File: config.mk
export PLATFORM = sky130hd
export DESIGN_NAME = multiword_add_sequencer_flat
export DESIGN_NICKNAME = d
export VERILOG_FILES = /design/src/rtl/mwadd_pkg.sv /design/src/rtl/multiword_add_sequencer_if.sv /design/src/rtl/n_bit_pg_carry_ripple.sv /design/src/rtl/multiword_add_sequencer.sv /design/src/flat_wrapper.sv
export SDC_FILE = /design/constraint.sdc
export NUM_CORES = 1
export LEC_CHECK = 0
export CELL_PAD_IN_SITES_DETAIL_PLACEMENT = 1
export CELL_PAD_IN_SITES_GLOBAL_PLACEMENT = 2
export CORE_UTILIZATION = 26
export CTS_CLUSTER_DIAMETER = 30
export DETAILED_ROUTE_END_ITERATION = 8
export PLACE_DENSITY = 0.89
export SLEW_MARGIN = 0
export SYNTH_ARGS = -nofsm -noshare
export SYNTH_HDL_FRONTEND = slang
export SYNTH_SLANG_ARGS = --single-unit
File: constraint.sdc
create_clock -name clk -period 38.3 [get_ports clk]
set_clock_uncertainty 0.15 [all_clocks]
set_input_delay 7.66 -clock clk [delete_from_list [all_inputs] [get_ports clk]]
set_output_delay 7.66 -clock clk [all_outputs]
set_load 0.02 [all_outputs]
File: src/rtl/mwadd_pkg.sv
// -----------------------------------------------------------------------------
// mwadd_pkg
// Shared types and helpers for the multi-word add sequencer.
//
// Contents:
//   mwadd_state_t : sequencer state (IDLE = expecting word 0, BUSY = mid-operation)
//   cnt_width()   : beat-counter width for a given WORDS, never less than 1 bit
// -----------------------------------------------------------------------------
package mwadd_pkg;

    typedef enum logic [0:0] {
        IDLE = 1'b0,
        BUSY = 1'b1
    } mwadd_state_t;

    // A WORDS=1 build still needs a 1-bit counter so the vector is legal.
    function automatic int cnt_width(input int words);
        return (words > 1) ? $clog2(words) : 1;
    endfunction

endpackage

File: src/rtl/multiword_add_sequencer_if.sv
// -----------------------------------------------------------------------------
// multiword_add_sequencer_if
// Bundles the upstream beat handshake and the downstream sum-word handshake
// of the multi-word add sequencer.
//
// Parameters:
//   N : word width in bits
//
// Signals:
//   in_valid / in_ready   : upstream beat handshake
//   in_a, in_b            : operand words of the current significance
//   cin_init              : carry-in for word 0 of an operation
//   out_valid / out_ready : downstream handshake
//   out_sum, out_cout     : registered sum word and its carry-out
//   out_last              : most significant word of the operation
//   out_ovf               : two's-complement overflow flag on the last word
//                           (present only when MWADD_OVERFLOW_FLAG_EN is defined)
//
// Modports:
//   slave  : the sequencer's view
//   master : the view of whoever drives beats in and takes sums out
// -----------------------------------------------------------------------------
interface multiword_add_sequencer_if #(
    parameter int N = 32
);

    logic         in_valid;
    logic         in_ready;
    logic [N-1:0] in_a;
    logic [N-1:0] in_b;
    logic         cin_init;

    logic         out_valid;
    logic         out_ready;
    logic [N-1:0] out_sum;
    logic         out_cout;
    logic         out_last;
`ifdef MWADD_OVERFLOW_FLAG_EN
    logic         out_ovf;

    modport slave (
        input  in_valid, in_a, in_b, cin_init, out_ready,
        output in_ready, out_valid, out_sum, out_cout, out_last, out_ovf
    );

    modport master (
        output in_valid, in_a, in_b, cin_init, out_ready,
        input  in_ready, out_valid, out_sum, out_cout, out_last, out_ovf
    );
`else
    modport slave (
        input  in_valid, in_a, in_b, cin_init, out_ready,
        output in_ready, out_valid, out_sum, out_cout, out_last
    );

    modport master (
        output in_valid, in_a, in_b, cin_init, out_ready,
        input  in_ready, out_valid, out_sum, out_cout, out_last
    );
`endif

endinterface

File: src/rtl/n_bit_pg_carry_ripple.sv
// -----------------------------------------------------------------------------
// n_bit_pg_carry_ripple
// Combinational N-bit adder built from per-bit propagate/generate terms with
// a rippled carry chain.
//
// Parameters:
//   N : operand width in bits
//
// Ports:
//   a_i    in  N  operand A
//   b_i    in  N  operand B
//   cin_i  in  1  carry into bit 0
//   sum_o  out N  A + B + cin, low N bits
//   cout_o out 1  carry out of bit N-1
// -----------------------------------------------------------------------------
module n_bit_pg_carry_ripple #(
    parameter int N = 32
) (
    input  logic [N-1:0] a_i,
    input  logic [N-1:0] b_i,
    input  logic         cin_i,
    output logic [N-1:0] sum_o,
    output logic         cout_o
);

    logic [N-1:0] prop;
    logic [N-1:0] gen;
    logic [N:0]   carry;

    assign prop = a_i ^ b_i;
    assign gen  = a_i & b_i;

    // carry[i] is the carry into bit i; carry[N] leaves the word.
    always_comb begin
        carry[0] = cin_i;
        for (int i = 0; i < N; i++) begin
            carry[i+1] = gen[i] | (prop[i] & carry[i]);
        end
    end

    assign sum_o  = prop ^ carry[N-1:0];
    assign cout_o = carry[N];

endmodule

File: src/rtl/multiword_add_sequencer.sv
// -----------------------------------------------------------------------------
// multiword_add_sequencer
// Adds two WORDS x N-bit operands one N-bit word per accepted beat, least
// significant word first. Each beat's carry-out is held in a carry register
// and fed to the next beat; word 0 takes its carry from cin_init instead.
// Every sum word is registered behind a valid/ready output stage.
//
// Parameters:
//   N     : word width in bits (passed to the adder)
//   WORDS : words per operation, >= 1
//
// Ports:
//   clk   in  1  rising-edge clock
//   reset in  1  synchronous, active-high reset
//   mw_if        multiword_add_sequencer_if.slave
//                  in_valid/in_ready/in_a/in_b/cin_init  : upstream beats
//                  out_valid/out_ready/out_sum/out_cout/out_last : sum words
//
// Optional build macro:
//   MWADD_OVERFLOW_FLAG_EN : adds mw_if.out_ovf, the two's-complement overflow
//                            of the full-width operation, flagged on the last
//                            word and 0 on all other words.
//
// The output stage is a single register with pass-through ready: a new beat
// can be taken whenever the register is empty or is being drained in the same
// cycle, so back-to-back beats flow without bubbles, and a stalled output
// stalls the input.
// -----------------------------------------------------------------------------
module multiword_add_sequencer
    import mwadd_pkg::*;
#(
    parameter int N     = 32,
    parameter int WORDS = 4
) (
    input  logic                           clk,
    input  logic                           reset,
    multiword_add_sequencer_if.slave       mw_if
);

    localparam int             CW       = cnt_width(WORDS);
    localparam logic [CW-1:0]  LAST_CNT = CW'(WORDS - 1);
    localparam logic [CW-1:0]  ONE_CNT  = CW'(1);

    // Sequencing state
    mwadd_state_t  state_q, state_d;
    logic [CW-1:0] cnt_q,   cnt_d;
    logic          carry_q, carry_d;

    // Output register
    logic          valid_q, valid_d;
    logic [N-1:0]  sum_q,   sum_d;
    logic          cout_q,  cout_d;
    logic          last_q,  last_d;
`ifdef MWADD_OVERFLOW_FLAG_EN
    logic          ovf_q,   ovf_d;
`endif

    // Handshake and datapath
    logic          in_ready;
    logic          accept;
    logic          last_beat;
    logic          adder_cin;
    logic [N-1:0]  adder_sum;
    logic          adder_cout;

    assign in_ready = ~valid_q | mw_if.out_ready;
    assign accept   = mw_if.in_valid & in_ready;

    // Word 0 starts from the caller's carry; later words chain the previous
    // carry-out, so cin_init is ignored once an operation is under way.
    assign adder_cin = (state_q == IDLE) ? mw_if.cin_init : carry_q;

    // The beat being offered closes the operation: in IDLE only when an
    // operation is a single word, in BUSY when the counter reaches the top.
    assign last_beat = (state_q == IDLE) ? (WORDS == 1) : (cnt_q == LAST_CNT);

    n_bit_pg_carry_ripple #(
        .N (N)
    ) u_adder (
        .a_i    (mw_if.in_a),
        .b_i    (mw_if.in_b),
        .cin_i  (adder_cin),
        .sum_o  (adder_sum),
        .cout_o (adder_cout)
    );

    always_comb begin
        // NOTE: every variable gets a hold value before any branch, so no
        // path leaves one unassigned and no latch is inferred.
        state_d = state_q;
        cnt_d   = cnt_q;
        carry_d = carry_q;
        valid_d = valid_q;
        sum_d   = sum_q;
        cout_d  = cout_q;
        last_d  = last_q;
`ifdef MWADD_OVERFLOW_FLAG_EN
        ovf_d   = ovf_q;
`endif

        if (accept) begin
            // A new word replaces the register whether or not the previous
            // one is leaving this cycle; in_ready already guarantees it is.
            valid_d = 1'b1;
            sum_d   = adder_sum;
            cout_d  = adder_cout;
            last_d  = last_beat;
`ifdef MWADD_OVERFLOW_FLAG_EN
            // Operands share a sign bit but the sum's sign differs.
            ovf_d   = last_beat
                    & (mw_if.in_a[N-1] == mw_if.in_b[N-1])
                    & (adder_sum[N-1] != mw_if.in_a[N-1]);
`endif
            if (last_beat) begin
                // Carry is dropped here; the final carry travels on out_cout.
                state_d = IDLE;
                cnt_d   = '0;
                carry_d = 1'b0;
            end else begin
                state_d = BUSY;
                cnt_d   = cnt_q + ONE_CNT;
                carry_d = adder_cout;
            end
        end else if (mw_if.out_ready) begin
            // Output drained with nothing new behind it.
            valid_d = 1'b0;
        end
    end

    always_ff @(posedge clk) begin
        // NOTE: state registers use non-blocking assignments so every
        // register samples its _d value from before this edge.
        if (reset) begin
            state_q <= IDLE;
            cnt_q   <= '0;
            carry_q <= 1'b0;
            valid_q <= 1'b0;
            sum_q   <= '0;
            cout_q  <= 1'b0;
            last_q  <= 1'b0;
`ifdef MWADD_OVERFLOW_FLAG_EN
            ovf_q   <= 1'b0;
`endif
        end else begin
            state_q <= state_d;
            cnt_q   <= cnt_d;
            carry_q <= carry_d;
            valid_q <= valid_d;
            sum_q   <= sum_d;
            cout_q  <= cout_d;
            last_q  <= last_d;
`ifdef MWADD_OVERFLOW_FLAG_EN
            ovf_q   <= ovf_d;
`endif
        end
    end

    assign mw_if.in_ready  = in_ready;
    assign mw_if.out_valid = valid_q;
    assign mw_if.out_sum   = sum_q;
    assign mw_if.out_cout  = cout_q;
    assign mw_if.out_last  = last_q;
`ifdef MWADD_OVERFLOW_FLAG_EN
    assign mw_if.out_ovf   = ovf_q;
`endif

endmodule
File: src/flat_wrapper.sv
// flat-port wrapper written by rule: the top's interface ports become plain ports
module multiword_add_sequencer_flat import mwadd_pkg::*;
#(
    parameter int N     = 32,
    parameter int WORDS = 4
)
  (clk, reset, mw_if_in_valid, mw_if_in_a, mw_if_in_b, mw_if_cin_init, mw_if_out_ready, mw_if_in_ready, mw_if_out_valid, mw_if_out_sum, mw_if_out_cout, mw_if_out_last);
  multiword_add_sequencer_if #(.N(N)) mw_if_i ();
  input  logic clk;
  input  logic reset;
  input wire logic [$bits(mw_if_i.in_valid)-1:0] mw_if_in_valid;
  input wire logic [$bits(mw_if_i.in_a)-1:0] mw_if_in_a;
  input wire logic [$bits(mw_if_i.in_b)-1:0] mw_if_in_b;
  input wire logic [$bits(mw_if_i.cin_init)-1:0] mw_if_cin_init;
  input wire logic [$bits(mw_if_i.out_ready)-1:0] mw_if_out_ready;
  output wire logic [$bits(mw_if_i.in_ready)-1:0] mw_if_in_ready;
  output wire logic [$bits(mw_if_i.out_valid)-1:0] mw_if_out_valid;
  output wire logic [$bits(mw_if_i.out_sum)-1:0] mw_if_out_sum;
  output wire logic [$bits(mw_if_i.out_cout)-1:0] mw_if_out_cout;
  output wire logic [$bits(mw_if_i.out_last)-1:0] mw_if_out_last;
  assign mw_if_i.in_valid = mw_if_in_valid;
  assign mw_if_i.in_a = mw_if_in_a;
  assign mw_if_i.in_b = mw_if_in_b;
  assign mw_if_i.cin_init = mw_if_cin_init;
  assign mw_if_i.out_ready = mw_if_out_ready;
  assign mw_if_in_ready = mw_if_i.in_ready;
  assign mw_if_out_valid = mw_if_i.out_valid;
  assign mw_if_out_sum = mw_if_i.out_sum;
  assign mw_if_out_cout = mw_if_i.out_cout;
  assign mw_if_out_last = mw_if_i.out_last;
  multiword_add_sequencer #(.N(N), .WORDS(WORDS)) u_core (.clk(clk), .reset(reset), .mw_if(mw_if_i));
endmodule
# --- Yosys cells after proc, flatten, opt, wreduce, memory -nomap -nowiden ---
# Cells that the tools add are included.
classes:
  n_addsub: 1
  n_reduce_logical: 1
  bitwise_logic: 70
  muxes: 7
  eq_ne: 1
op_table:
  columns: ["operator", "n"]
  rows:
  - ["32-bit XOR", 2]
  - ["1-bit bitwise AND", 33]
  - ["1-bit bitwise OR", 33]
  - ["32-bit bitwise AND", 1]
  - ["1-bit two-way mux", 6]
  - ["2-bit by 1-bit adder with 2-bit output, second input constant", 1]
  - ["2-bit == test, second input constant", 1]
  - ["2-bit two-way mux", 1]
  - ["2-bit nonzero test", 1]
  - ["1-bit NOT", 1]
totals:
  output_inout_bits: 36
  register_bits: 39
  input_bits: 69

# --- Logic depth before layout (Yosys ltp) ---
# Gate-level depths: netlist of the first run.
depth:
  ltp_word: 66
  mapped_depth: 38

# --- Cells and area by module ---
# From an unflattened synthesis of the first run, not the netlist that was laid out.
hier_totals:
  cells_unflattened: 221
  hier_area_um2: 2193.4
modules_own_cells:
  columns: ["mod", "area_each_um2", "cells_per_inst", "n_inst", "seq_area_each_um2"]
  rows:
  - ["multiword_add_sequencer", 1515.2, 179, 1, 780.7]
  - ["n_bit_pg_carry_ripple", 678.2, 42, 1, 0.0]

# --- Least setup slack after synthesis of the first run ---
# Ideal clock, no wire load.
synth_path:
  kind: "in2reg"
  from: "input mw_if_cin_init"
  to: "register u_core.sum_q[31] (netlist: u_core.mw_if.out_sum[31])"
  path_buffers: 0
  cell_stages: 36
  setup_slack_ns: 18.054
  t_arrival_ns: 20.010
  cell_sequence: "mux2i_1 fa_1 inv_1 fa_1 fa_1 fa_1 fa_1 fa_1 fa_1 fa_1 fa_1 fa_1 fa_1 fa_1 fa_1 fa_1 fa_1 fa_1 fa_1 fa_1 fa_1 fa_1 fa_1 fa_1 fa_1 fa_1 fa_1 fa_1 fa_1 fa_1 fa_1 fa_1 fa_1 inv_1 fa_1 a211oi_1"
synth_between:
  elab_chain_cells: 64
synth_lines:
  columns: ["item", "line", "text"]
  rows:
  - ["from (decl)", "flat_wrapper.sv:14", "input wire logic [$bits(mw_if_i.cin_init)-1:0] mw_if_cin_init;"]
  - ["1-bit two-way mux", "multiword_add_sequencer.sv:71", "assign adder_cin = (state_q == IDLE) ? mw_if.cin_init : carry_q;"]
  - ["1-bit bitwise AND", "n_bit_pg_carry_ripple.sv:37", "carry[i+1] = gen[i] | (prop[i] & carry[i]);"]
  - ["1-bit bitwise OR", "n_bit_pg_carry_ripple.sv:37", null]
  - ["1-bit bitwise AND", "n_bit_pg_carry_ripple.sv:37", null]
  - ["1-bit bitwise OR", "n_bit_pg_carry_ripple.sv:37", null]
  - ["1-bit bitwise AND", "n_bit_pg_carry_ripple.sv:37", null]
  - ["1-bit bitwise OR", "n_bit_pg_carry_ripple.sv:37", null]
  - ["1-bit bitwise AND", "n_bit_pg_carry_ripple.sv:37", null]
  - ["[... 48 more ...]", null, null]
  - ["1-bit bitwise OR", "n_bit_pg_carry_ripple.sv:37", null]
  - ["1-bit bitwise AND", "n_bit_pg_carry_ripple.sv:37", null]
  - ["1-bit bitwise OR", "n_bit_pg_carry_ripple.sv:37", null]
  - ["1-bit bitwise AND", "n_bit_pg_carry_ripple.sv:37", null]
  - ["1-bit bitwise OR", "n_bit_pg_carry_ripple.sv:37", null]
  - ["1-bit bitwise AND", "n_bit_pg_carry_ripple.sv:37", null]
  - ["1-bit bitwise OR", "n_bit_pg_carry_ripple.sv:37", null]
  - ["32-bit XOR", "n_bit_pg_carry_ripple.sv:41", "assign sum_o = prop ^ carry[N-1:0];"]
  - ["to (signal assigned)", "multiword_add_sequencer.sv:149", "sum_q <= sum_d;"]
  - ["to (decl)", "multiword_add_sequencer.sv:51", "logic [N-1:0] sum_q, sum_d;"]
# No other way between the ends.
# A chain may end at the register's enable or synchronous reset.

# --- Worst setup path after layout of the first run ---
# Same ends and word-level chain as after synthesis.

==> results of run 1 <==
-- metrics by stage --
stage / hold WS (ps) / area [um2] / power [uW] / std cells / utilization [%]
after global placement: 312 / 3320 / 84.8 / 405 / 39.7
after CTS: 331 / 3410 / 115 / 412 / 40.7
final: 327 / 3410 / 112 / 412 / 40.7
after floorplan: 299 / 2290 / 66.8 / 215 / -
after detailed placement: 321 / 3320 / 86.0 / 405 / 39.7
after global routing: 361 / 3410 / 120 / 412 / 40.7
-- layer usage --
layer  GRT usage, %  wire [um]
met1           18.0       2590
met2           28.2       3550
met4           3.86         78
met5              0          0
met3           2.76        286
-- placed cells by master (no fill, tap or decap) --
cell                                n
sky130_fd_sc_hd__nor2_1             1
sky130_fd_sc_hd__clkdlybuf4s50_1  102
sky130_fd_sc_hd__clkinv_2           1
sky130_fd_sc_hd__a211oi_1           3
sky130_fd_sc_hd__o211a_1            1
sky130_fd_sc_hd__ha_1               1
sky130_fd_sc_hd__nand4_1            1
sky130_fd_sc_hd__o21ai_0           34
sky130_fd_sc_hd__clkbuf_8           6
sky130_fd_sc_hd__fa_1              32
sky130_fd_sc_hd__inv_1              8
sky130_fd_sc_hd__mux2i_1            1
sky130_fd_sc_hd__a21oi_1           30
sky130_fd_sc_hd__buf_2              2
sky130_fd_sc_hd__nor2b_4            1
sky130_fd_sc_hd__dfxtp_1           39
sky130_fd_sc_hd__a21oi_2           10
sky130_fd_sc_hd__clkinv_4           1
sky130_fd_sc_hd__nand3_1           23
sky130_fd_sc_hd__nand3_2           10
-- final timing paths --
check / depth (start not counted) / from / slack [ps] / endpoint
min reg2reg: 2 / u_core.mw_if.out_last / 330 / u_core.mw_if.out_last
max: 37 / mw_if_cin_init / 17170 / u_core.mw_if.out_sum[31]
min: 2 / u_core.mw_if.out_last / 330 / u_core.mw_if.out_last
max reg2reg: 36 / u_core.state_q / 24440 / u_core.mw_if.out_sum[31]
-- area by class of cell --
class                           instances  area [um2]
Fill cell                             943        4970
Multi-Input combinational cell        148        1340
Timing Repair Buffer                  104        1030
Sequential cell                        39         781
Tap cell                              105         131
Clock buffer                            6        82.6
Inverter                                9        38.8
Clock inverter                          1        5.00
-- logic make-up (layout without fill, tap and decap cells) --
logic type	Yosys count	count (layout)	share of synthesized area (%)
AOI/OAI and AO/OA	78	78	19.2
adders and majority gates	33	33	28.5
buffers and inverters	28	120	7.27
DFF	39	39	34.1
muxes	1	1	0.437
and+or+nand+nor	36	36	10.4
-- cells in the mapped netlist, types with 2 or more instances --
library cell	n
sky130_fd_sc_hd__a211oi_1	3
sky130_fd_sc_hd__a21oi_1	30
sky130_fd_sc_hd__a21oi_2	10
sky130_fd_sc_hd__buf_12	2
sky130_fd_sc_hd__buf_2	10
sky130_fd_sc_hd__clkbuf_1	4
sky130_fd_sc_hd__dfxtp_1	39
sky130_fd_sc_hd__fa_1	32
sky130_fd_sc_hd__inv_1	8
sky130_fd_sc_hd__nand3_1	23
sky130_fd_sc_hd__nand3_2	10
sky130_fd_sc_hd__o21ai_0	34
-- sequential cells by signal, summed over array words and instances (netlist names) --
register	flops
u_core.mw_if.out_sum	32
u_core.cnt_q	2
u_core.carry_q	1
u_core.mw_if.out_cout	1
u_core.mw_if.out_last	1
u_core.mw_if.out_valid	1
u_core.state_q	1
-- where the power goes --
| group | total [uW] | internal [uW] | switching, uW | leakage [uW] |
|---|---|---|---|---|
| Clock | 28.0 | 14.1 | 13.8 | 0.0000470 |
| Combinational | 38.3 | 19.7 | 18.6 | 0.000859 |
| Sequential | 46.3 | 44.4 | 1.89 | 0.000321 |
| Total | 112 | 78.2 | 34.3 | 0.00123 |
-- worst max-delay path, delay by kind of cell --
family | cells | cell delay (ps)
compound gates | 1 | 190
fa+ha+maj | 32 | 12610
buf+inv | 3 | 560
mux | 1 | 160
==> flow_metrics.py, run 1 <==
metrics = {
    "global_route": {
        "groute.usage.overall_pct": 15.2,
        "global_route.overflow_total": 0,
        "grt_antenna_before_repair": 0,
        "grt_first_pass_wirelength_um": 10600,
        "grt_pass1_vias": 2221,
        "grt_start_max_net_pins": 40,
    },
    "clocking": {
        "cts.repair_timing.setup_buffer_count": 0,
        "tritoncts.num_buffers": 5,
        "cts-hold-fix-buffers": 0,
        "clk_root_buffer_cell": "sky130_fd_sc_hd__clkbuf_8",
        "cts.clk_slew.worst_paths_ps": 70,
        "worstSkewPairLatency_ps": 280,
        "cts_tree": "yes",
        "clockBufferDepth": 2,
        "post_cts.resized_instances": 0,
        "cts_htree_levels": 2,
        "cts.sink_count": 39,
    },
    "die": {
        "floorplan.rows": 33,
        "dieWidth_um": 95.8,
        "initial_core_util_pct": 27.3,
        "fp.coreArea_mm2": 0.00838,
        "die_height_um": 95.8,
        "fp.dieArea_mm2": 0.00919,
        "num_io_pins": 105,
    },
    "detailed_routing": {
        "detail_route.drc_violations": 0,
        "antenna_left": 0,
        "dr.first_iter.drc_count": 45,
        "dr_wl_cell_um": 15.8,
        "detail_route.wirelength_um": 6500,
        "vias_per_cell": 4.75,
        "route.vias.total": 1959,
        "drt_first_pass_iters": 4,
    },
    "worst_setup_path": {
        "critical_path_peak_fanout": 1,
        "critical_path.slowest_cell": "sky130_fd_sc_hd__fa_1",
        "arrival_ps": 21180,
        "cp_common_cell": "sky130_fd_sc_hd__fa_1",
        "worstSetupPathType": "in2reg",
        "crit_path_end_kind": "flip-flop",
        "critical_path_required_ps": 38350,
        "crit_path_max_incr_delay_ps": 420,
        "worst_setup_path_start_kind": "input port",
    },
    "power": {
        "reported_leakage_power_uw": 0.00123,
        "vdd.ir_drop.worst_uv": 12.4,
        "power_density_mw_per_mm2": 33.0,
    },
    "place": {
        "dp_worst_setup_slack_ps": 16840,
        "place_congestion": 0.747,
        "dpl.hpwl_um": 4760,
        "place.port_buffers": 104,
    },
    "yosys": {
        "synthFlopType": "sky130_fd_sc_hd__dfxtp_1",
        "syn_nets": 317,
        "synth-seq-area-share_pct": 34.1,
        "netlist_top_cells_area": "sky130_fd_sc_hd__dfxtp_1 34%, sky130_fd_sc_hd__fa_1 28%, sky130_fd_sc_hd__o21ai_0 7.4%",
        "number_of_register_bits_inferred_by_synthesis": 39,
        "synth.distinct_cells": 22,
        "ys_warn_count": 0,
        "synthArstFlopShare_pct": 0,
        "synth_edf_count": 0,
        "netlist_area_mm2": 0.00229,
        "synth.top_cell.area_share_pct": 34.1,
        "post_synth.cell_area_avg_um2": 10.6,
        "synth_area_leader_cell": "sky130_fd_sc_hd__dfxtp_1",
        "synthesis.instances": 215,
    },
    "final_layout": {
        "drive_gt1_share_pct": 10.1,
        "num_antenna_cells": 0,
        "design.final.nets": 409,
        "area.growth.synth_to_final_pct": 49.0,
    },
    "sta": {
        "hold_viol_final": 0,
        "post-route-worst-setup-slack_ps": 17170,
        "final.min_clock_period_ps": 21130,
        "timing.final.crit_share_pct": 55.2,
        "slew_violations": 0,
        "fin_tns_setup_ps": 0,
        "rsz_0062_raised_after_global_routing": "false",
        "fmaxAchievable_mhz": 47.3,
        "worstMarginPinSlew_ps": 1050,
        "timing.max_slew.rel_slack_pct": 29.7,
        "setup-violations-final": 0,
    },
    "status": {
        "outcome": "complete, no violations",
    },
    "job": {
        "maximum_capacitance_violations": 0,
    },
    "hold_path": {
        "worstHoldPathType": "reg2reg",
    },
}
No activity file was read; power rests on OpenSTA's default activity.
==> run 2, diff against run 1 <==
CORE_UTILIZATION = 24   (was 26)
PLACE_DENSITY = 0.83   (was 0.89)
clock period = 20 ns   (was 38.3 ns; I/O delays follow)
==> flow_metrics.py, run 2 (synthesized netlist as in run 1, its figures left out) <==
metrics = {
    "die": {
        "floorplan.rows": 35,
        "initial_core_util_pct": 24.8,
        "num_io_pins": 105,
        "die_height_um": 99.7,
        "dieWidth_um": 99.7,
        "fp.dieArea_mm2": 0.00994,
        "fp.coreArea_mm2": 0.00924,
    },
    "clocking": {
        "cts.clk_slew.worst_paths_ps": 80,
        "post_cts.resized_instances": 0,
        "clockBufferDepth": 2,
        "worstSkewPairLatency_ps": 280,
        "cts-hold-fix-buffers": 0,
        "cts.repair_timing.setup_buffer_count": 0,
        "cts_htree_levels": 2,
        "cts.sink_count": 39,
        "cts_tree": "yes",
        "clk_root_buffer_cell": "sky130_fd_sc_hd__clkbuf_8",
        "tritoncts.num_buffers": 5,
    },
    "power": {
        "reported_leakage_power_uw": 0.00123,
        "p_switching_uw": 67.9,
        "power_density_mw_per_mm2": 62.4,
        "clock_power_share_pct": 24.7,
        "relative_contribution_of_sequential_cells_to_total_power_pct": 41.2,
        "cell_internal_power_uw": 147,
        "vdd.ir_drop.worst_uv": 23.3,
        "p_sw_share_pct": 31.5,
        "portion_of_total_power_attributed_to_combinational_logic_pct": 34.1,
    },
    "global_route": {
        "global_route.overflow_total": 0,
        "grt_pass1_vias": 2269,
        "grt_start_max_net_pins": 40,
        "grt_antenna_before_repair": 0,
        "groute.usage.overall_pct": 14.0,
        "grt_first_pass_wirelength_um": 10900,
    },
    "sta": {
        "timing.final.crit_share_pct": 87.2,
        "final.min_clock_period_ps": 17440,
        "worstMarginPinSlew_ps": 1040,
        "fin_tns_setup_ps": 0,
        "rsz_0062_raised_after_global_routing": "false",
        "slew_violations": 0,
        "fmaxAchievable_mhz": 57.3,
        "timing.max_slew.rel_slack_pct": 30.8,
        "hold_viol_final": 0,
        "setup-violations-final": 0,
    },
    "worst_setup_path": {
        "arrival_ps": 17480,
        "critical_path_peak_fanout": 1,
        "crit_path_max_incr_delay_ps": 420,
        "worst_setup_path_start_kind": "input port",
        "critPathTopFamily": "adder cells",
        "crit_path_end_kind": "flip-flop",
        "count_of_buffering_cells_on_the_critical_path_with_inverters_included": 3,
        "r2r_slack_ps": 6180,
        "worstSetupPathType": "in2reg",
        "critical_path.slowest_cell": "sky130_fd_sc_hd__fa_1",
        "critical_path_required_ps": 20050,
        "cp_common_cell": "sky130_fd_sc_hd__fa_1",
    },
    "final_layout": {
        "drive_gt1_share_pct": 10.3,
        "design.final.nets": 411,
        "num_antenna_cells": 0,
        "largest_register_ff_count": 32,
        "instances_no_fill": 439,
        "mostFrequentLayoutCells": "102 x sky130_fd_sc_hd__clkdlybuf4s50_1, 39 x sky130_fd_sc_hd__dfxtp_1, 34 x sky130_fd_sc_hd__o21ai_0, 32 x sky130_fd_sc_hd__fa_1, 30 x sky130_fd_sc_hd__a21oi_1",
        "mostFrequentLayoutCell": "sky130_fd_sc_hd__clkdlybuf4s50_1",
        "area.growth.synth_to_final_pct": 50.7,
    },
    "detailed_routing": {
        "wl_met1_um": 2650,
        "detail_route.drc_violations": 0,
        "drt_first_pass_iters": 4,
        "detail_route.wirelength_um": 6600,
        "route.vias.total": 1975,
        "dr_wl_cell_um": 15.0,
        "vias_per_cell": 4.50,
        "dr.first_iter.drc_count": 14,
        "detailed_route_wirelength_on_metal3_um": 273,
        "antenna_left": 0,
        "maxUsedRoutingLayer": "met4",
        "routed-wl-met2_um": 3530,
    },
    "place": {
        "place_congestion": 0.766,
        "place_inst": 431,
        "dpl.hpwl_um": 4700,
        "place.port_buffers": 104,
    },
    "job": {
        "maximum_capacitance_violations": 0,
    },
    "hold_path": {
        "worstHoldPathType": "reg2reg",
    },
    "status": {
        "outcome": "complete, no violations",
    },
}
-- run 2: routing by layer --
layer | up-vias | track usage, %
met3 | 12 | 2.53
met4 | 0 | 6.33
met1 | 987 | 15.7
met2 | 50 | 25.8
li1 | 926 | -
met5 | - | 0
-- run 2: cell type report --
type / instances / area, um2
inverters: 9 / 38.8
fillers: 1040 / 5790
multi-input cells: 148 / 1340
repair buffers: 106 / 1050
clock buffers: 7 / 76.3
clock inverters: 1 / 5.00
flip-flops and latches: 39 / 781
well taps: 129 / 161
-- run 2: worst paths after layout --
kind | endpoint | depth (start not counted) | from
max | u_core.mw_if.out_sum[31] | 37 | mw_if_cin_init
min | u_core.mw_if.out_sum[17] | 2 | u_core.mw_if.out_sum[17]
max reg2reg | u_core.mw_if.out_sum[31] | 36 | u_core.state_q
min reg2reg | u_core.mw_if.out_sum[17] | 2 | u_core.mw_if.out_sum[17]
-- run 2: power groups by stage --
stage          Combinational (uW)  Clock, uW  Sequential, uW
2_1_floorplan                29.9          0            98.1
3_3_place_gp                 72.7          0            90.3
3_5_place_dp                 74.1          0            90.5
4_1_cts                      74.7       55.1            88.7
5_1_grt                      81.5       57.5            89.6
6_report                     73.4       53.2            88.6
-- run 2: per-stage QoR --
stage / instance area [um2] / util, % / power, uW / hold WS [ps] / setup WS [ps]
4_1_cts: 3450 / 37.3 / 218 / 333 / 2490
2_1_floorplan: 2290 / - / 128 / 299 / 3410
5_1_grt: 3450 / 37.3 / 229 / 354 / 2040
3_3_place_gp: 3370 / 36.5 / 163 / 309 / 2410
6_report: 3450 / 37.3 / 215 / 329 / 2560
3_5_place_dp: 3370 / 36.5 / 165 / 322 / 2270
-- run 2: worst reg2reg max path, delay by kind of cell, from the launching register on --
kind            cells  cell delay [ps]
compound gates      1              200
fa+ha+maj          32            12570
flops               1              420
mux                 1              250
buf+inv             2              140
==> run 3, diff against run 2 <==
CORE_UTILIZATION = 26   (was 24)
PLACE_DENSITY = 0.89   (was 0.83)
clock period = 21.3 ns   (was 20 ns; I/O delays follow)
==> flow_metrics.py, run 3 (synthesized netlist as in run 1, its figures left out) <==
metrics = {
    "status": {
        "outcome": "complete, no violations",
    },
    "detailed_routing": {
        "detail_route.drc_violations": 0,
        "vias_per_cell": 4.77,
        "antenna_left": 0,
        "detail_route.wirelength_um": 6640,
        "route.vias.total": 1972,
        "dr.first_iter.drc_count": 55,
        "dr_wl_cell_um": 16.1,
        "drt_first_pass_iters": 4,
    },
    "sta": {
        "worstMarginPinSlew_ps": 1080,
        "slew_violations": 0,
        "fin_tns_setup_ps": 0,
        "rsz_0062_raised_after_global_routing": "false",
        "timing.max_slew.rel_slack_pct": 27.7,
        "hold_viol_final": 0,
        "timing.final.crit_share_pct": 83.3,
        "setup-violations-final": 0,
        "final.min_clock_period_ps": 17740,
        "fmaxAchievable_mhz": 56.4,
    },
    "die": {
        "floorplan.rows": 33,
        "fp.dieArea_mm2": 0.00919,
        "initial_core_util_pct": 27.3,
        "dieWidth_um": 95.8,
        "fp.coreArea_mm2": 0.00838,
        "num_io_pins": 105,
        "die_height_um": 95.8,
    },
    "worst_setup_path": {
        "cp_common_cell": "sky130_fd_sc_hd__fa_1",
        "worstSetupPathType": "in2reg",
        "r2r-end": "u_core.mw_if.out_sum[31]",
        "r2r_slack_ps": 7430,
        "r2r_cells": 36,
        "crit_path_end_kind": "flip-flop",
        "r2r_start": "u_core.state_q",
        "arrival_ps": 17790,
        "worst_setup_path_start_kind": "input port",
        "crit_path_max_incr_delay_ps": 430,
        "cp-startpoint": "mw_if_cin_init",
        "critical_path_peak_fanout": 1,
        "critical_path_required_ps": 21360,
        "critical_path.slowest_cell": "sky130_fd_sc_hd__fa_1",
    },
    "final_layout": {
        "num_antenna_cells": 0,
        "layout.cell_area.non_filler_mm2": 0.00342,
        "final_core_area_utilization_pct": 40.9,
        "design.final.nets": 409,
        "largest_register_ff_count": 32,
        "mostFrequentLayoutCell": "sky130_fd_sc_hd__clkdlybuf4s50_1",
        "mostFrequentLayoutCells": "102 x sky130_fd_sc_hd__clkdlybuf4s50_1, 39 x sky130_fd_sc_hd__dfxtp_1, 34 x sky130_fd_sc_hd__o21ai_0, 32 x sky130_fd_sc_hd__fa_1, 30 x sky130_fd_sc_hd__a21oi_1",
        "area.growth.synth_to_final_pct": 49.6,
        "drive_gt1_share_pct": 10.1,
    },
    "global_route": {
        "global_route.overflow_total": 0,
        "grt_first_pass_wirelength_um": 10300,
        "grt_start_max_net_pins": 40,
        "groute.usage.overall_pct": 14.9,
        "grt_pass1_vias": 2216,
        "grt_antenna_before_repair": 0,
    },
    "clocking": {
        "cts.repair_timing.setup_buffer_count": 0,
        "clockBufferDepth": 2,
        "post_cts.resized_instances": 0,
        "cts_tree": "yes",
        "cts-hold-fix-buffers": 0,
        "cts_htree_levels": 2,
        "tritoncts.num_buffers": 5,
        "cts.clk_slew.worst_paths_ps": 80,
        "worstSkewPairLatency_ps": 290,
        "clk_root_buffer_cell": "sky130_fd_sc_hd__clkbuf_8",
        "cts.sink_count": 39,
    },
    "power": {
        "reported_leakage_power_uw": 0.00123,
        "vdd.ir_drop.worst_uv": 19.9,
        "power_density_mw_per_mm2": 60.8,
    },
    "place": {
        "dpl.hpwl_um": 4730,
        "place.port_buffers": 104,
        "placedInstanceArea_mm2": 0.00332,
        "place_congestion": 0.746,
    },
    "hold_path": {
        "hold_depth": 2,
        "worstHoldPathType": "reg2reg",
        "min-delay-start": "u_core.mw_if.out_last",
        "hold_end": "u_core.mw_if.out_last",
    },
    "job": {
        "maximum_capacitance_violations": 0,
    },
}
## run 3: how the worst max path moves through the flow
stage / end / slack, ps / cells after the start
5_1_grt: u_core.mw_if.out_sum[31] / 3130 / 37
2_1_floorplan: u_core.mw_if.out_sum[31] / 4450 / 36
3_5_place_dp: u_core.mw_if.out_sum[31] / 3210 / 37
6_report: u_core.mw_if.out_sum[31] / 3560 / 37
4_1_cts: u_core.mw_if.out_sum[31] / 3500 / 37
3_3_place_gp: u_core.mw_if.out_sum[31] / 3450 / 37
## run 3: worst max-delay path, delay by kind of cell
kind | cells | cell delay [ps]
adder cells (fa/ha/maj) | 32 | 12590
AO/OA/AOI/OAI | 1 | 190
multiplexers | 1 | 180
buffers and inverters | 3 | 540
## run 3: cell type report
cell class	count	area, um2
clock buffer	8	100
fill	946	4960
inverter	9	38.8
multi-input combinational	148	1340
sequential	39	781
tap	105	131
timing repair buffer	104	1030
## run 3: routing by layer
layer | part of all wire, % | wire length [um] | vias to the layer above | track usage [%]
met5 | 0 | 0 | - | 0
met4 | 2.1 | 137 | 0 | 5.22
met3 | 4.1 | 270 | 9 | 2.29
met2 | 53 | 3510 | 60 | 28.0
met1 | 41 | 2720 | 981 | 16.9
li1 | - | - | 922 | -
## run 3: stage by stage
| stage | hold slack [ps] | total power [uW] | std cells | setup WS (ps) |
|---|---|---|---|---|
| finish | 326 | 208 | 413 | 3560 |
| global route | 360 | 219 | 413 | 3130 |
| CTS | 331 | 211 | 413 | 3500 |
| detailed placement | 320 | 154 | 405 | 3210 |
| global placement | 312 | 152 | 405 | 3450 |
| floorplan | 299 | 120 | 215 | 4450 |
## run 3: where the power goes
part	internal [uW]	total, uW	switching (uW)
registers	79.8	83.2	3.47
clock network	29.6	56.1	26.5
logic	35.3	68.8	33.5
